## src/rtl/cpu_pkg.sv

```systemverilog
// Shared CPU definitions used by the fetch-PC control logic.
//   RESET_PC    : word address (PC[31:2]) loaded on reset
//   EXC_PC      : word address of the exception handler entry
//   pc_t        : word-address PC type, bits [31:2] of the byte address
//   redir_src_e : which request won redirect arbitration this cycle
//   state_e     : fetch-handshake state (RUN normal, DROP discarding a fetch)
package cpu_pkg;

   localparam logic [29:0] RESET_PC = 30'h00000C00;
   localparam logic [29:0] EXC_PC   = 30'h00001060;

   typedef logic [31:2] pc_t;

   typedef enum logic [1:0] {
      R_NONE,
      R_JUMP,
      R_ERET,
      R_EXC
   } redir_src_e;

   typedef enum logic {
      RUN,
      DROP
   } state_e;

endpackage

```

## src/rtl/pc_redirect_ctrl_redir_arb.sv

```systemverilog
// Redirect arbiter: purely combinational priority select, target mux and
// flush decode for the fetch PC.
// Ports:
//   stall        in   hazard stall; suppresses ID jumps only
//   jump_req/pc  in   ID-stage taken jump/branch and its target
//   eret_req/epc in   ERET committing and its return PC
//   exc_req      in   exception committing (target is EXC_PC)
//   src          out  winning request (R_NONE when nothing redirects)
//   target       out  winning target PC (don't-care when src == R_NONE)
//   flush_*      out  per-stage kill strobes for the winning request
module redir_arb
   import cpu_pkg::*;
#(
   parameter logic [29:0] EXC_TARGET = cpu_pkg::EXC_PC
) (
   input  logic        stall,
   input  logic        jump_req,
   input  logic [29:0] jump_pc,
   input  logic        eret_req,
   input  logic [29:0] epc,
   input  logic        exc_req,
   output redir_src_e  src,
   output logic [29:0] target,
   output logic        flush_ifid,
   output logic        flush_idex,
   output logic        flush_exmem
);

   // NOTE: every output gets a default before the priority chain so no
   // path leaves a signal unassigned, which would infer a latch.
   always_comb begin
      src         = R_NONE;
      target      = jump_pc;
      flush_ifid  = 1'b0;
      flush_idex  = 1'b0;
      flush_exmem = 1'b0;
      if (exc_req) begin
         // Exception kills everything younger than the faulting MEM-stage instruction.
         src         = R_EXC;
         target      = EXC_TARGET;
         flush_ifid  = 1'b1;
         flush_idex  = 1'b1;
         flush_exmem = 1'b1;
      end else if (eret_req) begin
         src        = R_ERET;
         target     = epc;
         flush_ifid = 1'b1;
         flush_idex = 1'b1;
      end else if (jump_req && !stall) begin
         // A stalled ID stage has not really resolved its jump yet.
         src        = R_JUMP;
         target     = jump_pc;
         flush_ifid = 1'b1;
      end
   end

endmodule

```

## src/rtl/pc_redirect_ctrl.sv

```systemverilog
// Fetch PC owner: sequences sequential advance, ID jump redirects, ERET
// returns and exception entry, and tracks the instruction-memory handshake
// so that a redirect arriving while a fetch is outstanding is deferred until
// that fetch returns (the memory cannot cancel it).
// Ports:
//   clk, rst_n                 clock, asynchronous active-low reset
//   stall                      hold PC and IF/ID
//   jump_req, jump_pc          ID-stage redirect
//   eret_req, epc              ERET return
//   exc_req                    exception entry
//   imem_req, imem_addr        fetch request and word address (= pc)
//   imem_rdy                   fetch data valid this cycle
//   if_valid                   fetched word accepted into IF/ID
//   pc                         current fetch PC
//   flush_ifid/idex/exmem      one-cycle stage kill strobes
//   busy_drop                  discarding a stale outstanding fetch
module pc_redirect_ctrl
   import cpu_pkg::*;
#(
   parameter logic [29:0] RESET_PC = cpu_pkg::RESET_PC,
   parameter logic [29:0] EXC_PC   = cpu_pkg::EXC_PC
) (
   input  logic        clk,
   input  logic        rst_n,
   input  logic        stall,
   input  logic        jump_req,
   input  logic [29:0] jump_pc,
   input  logic        eret_req,
   input  logic [29:0] epc,
   input  logic        exc_req,
   output logic        imem_req,
   output logic [29:0] imem_addr,
   input  logic        imem_rdy,
   output logic        if_valid,
   output logic [29:0] pc,
   output logic        flush_ifid,
   output logic        flush_idex,
   output logic        flush_exmem,
   output logic        busy_drop
);

   state_e      state;
   pc_t         pc_q;
   pc_t         pend_pc;
   redir_src_e  src;
   logic [29:0] target;
   logic        redir;

   redir_arb #(
      .EXC_TARGET (EXC_PC)
   ) u_arb (
      .stall       (stall),
      .jump_req    (jump_req),
      .jump_pc     (jump_pc),
      .eret_req    (eret_req),
      .epc         (epc),
      .exc_req     (exc_req),
      .src         (src),
      .target      (target),
      .flush_ifid  (flush_ifid),
      .flush_idex  (flush_idex),
      .flush_exmem (flush_exmem)
   );

   assign redir     = (src != R_NONE);
   assign pc        = pc_q;
   assign imem_addr = pc_q;
   // A fetch is always in flight; the memory paces progress through imem_rdy.
   assign imem_req  = 1'b1;
   assign busy_drop = (state == DROP);
   // Flushes and if_valid must land in the same cycle as the request that
   // causes them, so they are decoded combinationally rather than registered.
   // Any redirect already kills the returning word, so if_valid never meets flush_ifid.
   assign if_valid  = (state == RUN) && !redir && imem_rdy && !stall;

   // NOTE: sequential state uses non-blocking assignments so every flop
   // samples the pre-edge values of the others.
   always_ff @(posedge clk or negedge rst_n) begin
      if (!rst_n) begin
         state   <= RUN;
         pc_q    <= RESET_PC;
         pend_pc <= '0;
      end else begin
         case (state)
            RUN: begin
               if (redir) begin
                  if (imem_rdy) begin
                     pc_q <= target;
                  end else begin
                     // Fetch at the old PC still outstanding: park the target.
                     pend_pc <= target;
                     state   <= DROP;
                  end
               end else if (imem_rdy && !stall) begin
                  pc_q <= pc_q + 30'd1;
               end
            end
            DROP: begin
               if (imem_rdy) begin
                  // Stale word returns and is discarded; a same-cycle redirect wins over the parked one.
                  pc_q  <= redir ? target : pend_pc;
                  state <= RUN;
               end else if (redir) begin
                  pend_pc <= target;
               end
            end
            default: state <= RUN;
         endcase
      end
   end

endmodule

```

## config.mk

```make
export PLATFORM = sky130hd
export DESIGN_NAME = pc_redirect_ctrl
export DESIGN_NICKNAME = d
export VERILOG_FILES = /design/src/rtl/cpu_pkg.sv /design/src/rtl/pc_redirect_ctrl_redir_arb.sv /design/src/rtl/pc_redirect_ctrl.sv
export SDC_FILE = /design/constraint.sdc
export NUM_CORES = 1
export LEC_CHECK = 0
export ABC_AREA = 0
export CAP_MARGIN = 20
export CORE_AREA = 2 2 151 79
export DETAILED_ROUTE_END_ITERATION = 8
export DIE_AREA = 0 0 153 81
export DONT_BUFFER_PORTS = 1
export GPL_TIMING_DRIVEN = 0
export HOLD_SLACK_MARGIN = 0.03
export SLEW_MARGIN = 15
export SYNTH_ARGS = -nofsm -noshare
export SYNTH_HDL_FRONTEND = slang
export SYNTH_HIERARCHICAL = 1
export SYNTH_SLANG_ARGS = --single-unit
```

## constraint.sdc

```tcl
create_clock -name clk -period 4.1 [get_ports clk]
set_input_delay 0.82 -clock clk [delete_from_list [all_inputs] [get_ports clk]]
set_output_delay 0.82 -clock clk [all_outputs]
set_load 0.03 [all_outputs]
```

==> metrics.txt <==
main flop type after synthesis dfrtp_1; syn nets roughly 550; Reg area 0.00153 mm²; WP data arrival between 2000 and 3000 ps; crit-path max FO 8; Pwr per Cell Area ~430 mW/mm²; Worst-path clk slew roughly 50 ps; Worst Setup Start Kind primary input; Final nets around 560; Post-route DRC 0; drt first-iter violations approximately 490; Final TNS setup 0 ps; CP Class in2out; area of the multi-input gates roughly 0.0023 mm²; worst skew pair latency ~340 ps; synthesized area roughly 0.0043 mm²; Synth top area share 34.6%; DR WL/cell 23.1 µm; Fin Clk Skew just over 10 ps; Hold Fails Final Rpt 0; DP Area ~0.0045 mm²; Die Y roughly 80 µm; first-pass GRT wire length between 20 and 25 mm; status finished, final reports clean; largest net degree at the start of global routing 62; cells taking the most area after synthesis dfrtp_1 (35%), mux2_2 (7.9%), mux2i_1 (6.8%); Detail Placement HPWL around 11 mm; clk sink count 61; Post-synth ARST share 100%; Total Wirelength approximately 15 mm; Longest Clk Path Bufs 2; synth unique cells 57; number of gates resized after cts 0; Final setup viols 0; Synth Warn # 6; Fmax achieved a little under 0.3 GHz; core area ~0.011 mm²; Final Util between 40% and 50%; Worst Hold Class in2async; Worst-Margin Slew about 760 ps; initial antenna violation count 0; area leader, netlist dfrtp_1; RSZ-0062 raised after global routing false; fraction of layout cells with a size suffix above 1 19.4%; final cell count without fillers 645; H-tree Lvls 3; minimum clock period 3430 ps; Tcrit/Tclk final between 80% and 90%; vias in the first global route approximately 3700; # fillers between 1000 and 1500; Overflow after GRT 0; Post-DRT Antenna Nets 0; diode count 0; RePlAce Congestion 0.888; Static Leakage 2.06 nW; Max-cap violations 0; Setup Fix Bufs, Post-CTS 0; Initial Util between 30% and 40%; post-synthesis register bit count roughly 60; Die Area 0.0124 mm²; Via density about 6; gr usage total 24.4%; total vias in the final route 3953; die width 153 µm; post-synthesis sequential area ratio 35.9%; Slew headroom 49.2%; count of pins over their slew limit 0; Worst setup EP type output pin; Port Buffers 0; most common cell after layout, fill and taps aside dfrtp_1; Area Growth Syn to Fin 11.8%; row count 28; fin area approximately 0.0048 mm²; Hold-fix buffers, CTS 0; Syn Area/Cell ~8.9 µm²; most frequent cells in the layout dfrtp_1 (59), nor2_1 (42), nand2_1 (39); CTS tree done; Root Buffer clkbuf_16; dpl cells 630; Worst Path Required ~3300 ps; Syn Inst Count 480; TritonCTS Buffers 9; Post-synth EDFFs 0; Max VDD drop 0.254 mV; Pre-Repair DR Iteration Count 5; I/O pins 133
-- metal layers --
layer | GRT usage, % | vias up | share of wire (%)
met5 | 0 | - | 0
met3 | 10.9 | 15 | 14
li1 | - | 1751 | -
met1 | 36.1 | 1925 | 48
met4 | 4.44 | 0 | 0.82
met2 | 32.1 | 262 | 37
-- state kept, by name, indices dropped and copies added, names as in the netlist --
register	cells
busy_drop	1
pend_pc	30
imem_addr	30
-- cell usage after synthesis (all sizes together) (4+ instances only) --
cell type,number
nor2,42
nand2,40
o21ai,35
nand3,29
a211o,4
clkbuf,29
nor4,9
nor3,8
o311a,4
mux2i,29
mux2,30
a31oi,10
nand4,5
inv,6
dfrtp,59
and3,14
o41ai,4
o211ai,4
a22o,4
a21oi,23
buf,40
-- worst paths after layout --
kind / from / endpoint / slack [ps] / depth (start not counted)
worst max-delay path: eret_req / if_valid / 670 / 6
worst min-delay path: rst_n / imem_addr[29] / 190 / 0
worst max register to register: busy_drop / imem_addr[28] / 1430 / 5
worst min register to register: pend_pc[26] / pend_pc[26] / 500 / 1
max in group asynchronous: rst_n / imem_addr[11] / 3700 / 0
min in group clk: pend_pc[26] / pend_pc[26] / 500 / 1
-- critical path, cell delays in order --
cell	delay (ps)
buf_6	130
or2_1	350
buf_4	210
nor3_1	430
nand3_1	330
inv_1	340
-- stage by stage --
step / setup slack (ps) / total power, mW / hold slack [ps]
after floorplan: 1120 / 1.13 / 470
after global placement: 574 / 1.22 / 479
after detailed placement: 576 / 1.24 / 486
after CTS: 734 / 2.06 / 169
after global routing: 615 / 2.13 / 168
final: 669 / 2.05 / 187
-- cell type report --
class,count,share of cell area (%)
inverters,6,0.472
multi-input cells,344,47.4
clock buffers,11,5.09
flip-flops and latches,61,32.1
well taps,150,3.94
plain buffers,69,9.48
clock inverters,4,1.52
-- cells by family (layout without fill, tap and decap cells) --
logic type	count (synthesis)	in the layout	synth area share [%]
DFF	61	61	35.9
AOI/OAI and AO/OA	113	113	17.6
other	1	1	0.0879
and+or+nand+nor	166	166	19.5
adders and majority gates	1	1	0.293
muxes	59	59	14.7
xor gates and xnor gates	4	4	0.822
buffers and inverters	75	90	11.1
-- report_power, final --
part	leakage [nW]	switching [mW]	total (mW)	internal [mW]
logic	1.14	0.241	0.398	0.157
registers	0.770	0.163	0.835	0.671
clock network	0.152	0.275	0.819	0.544
Note: power is estimated with default switching activity, not from simulation.
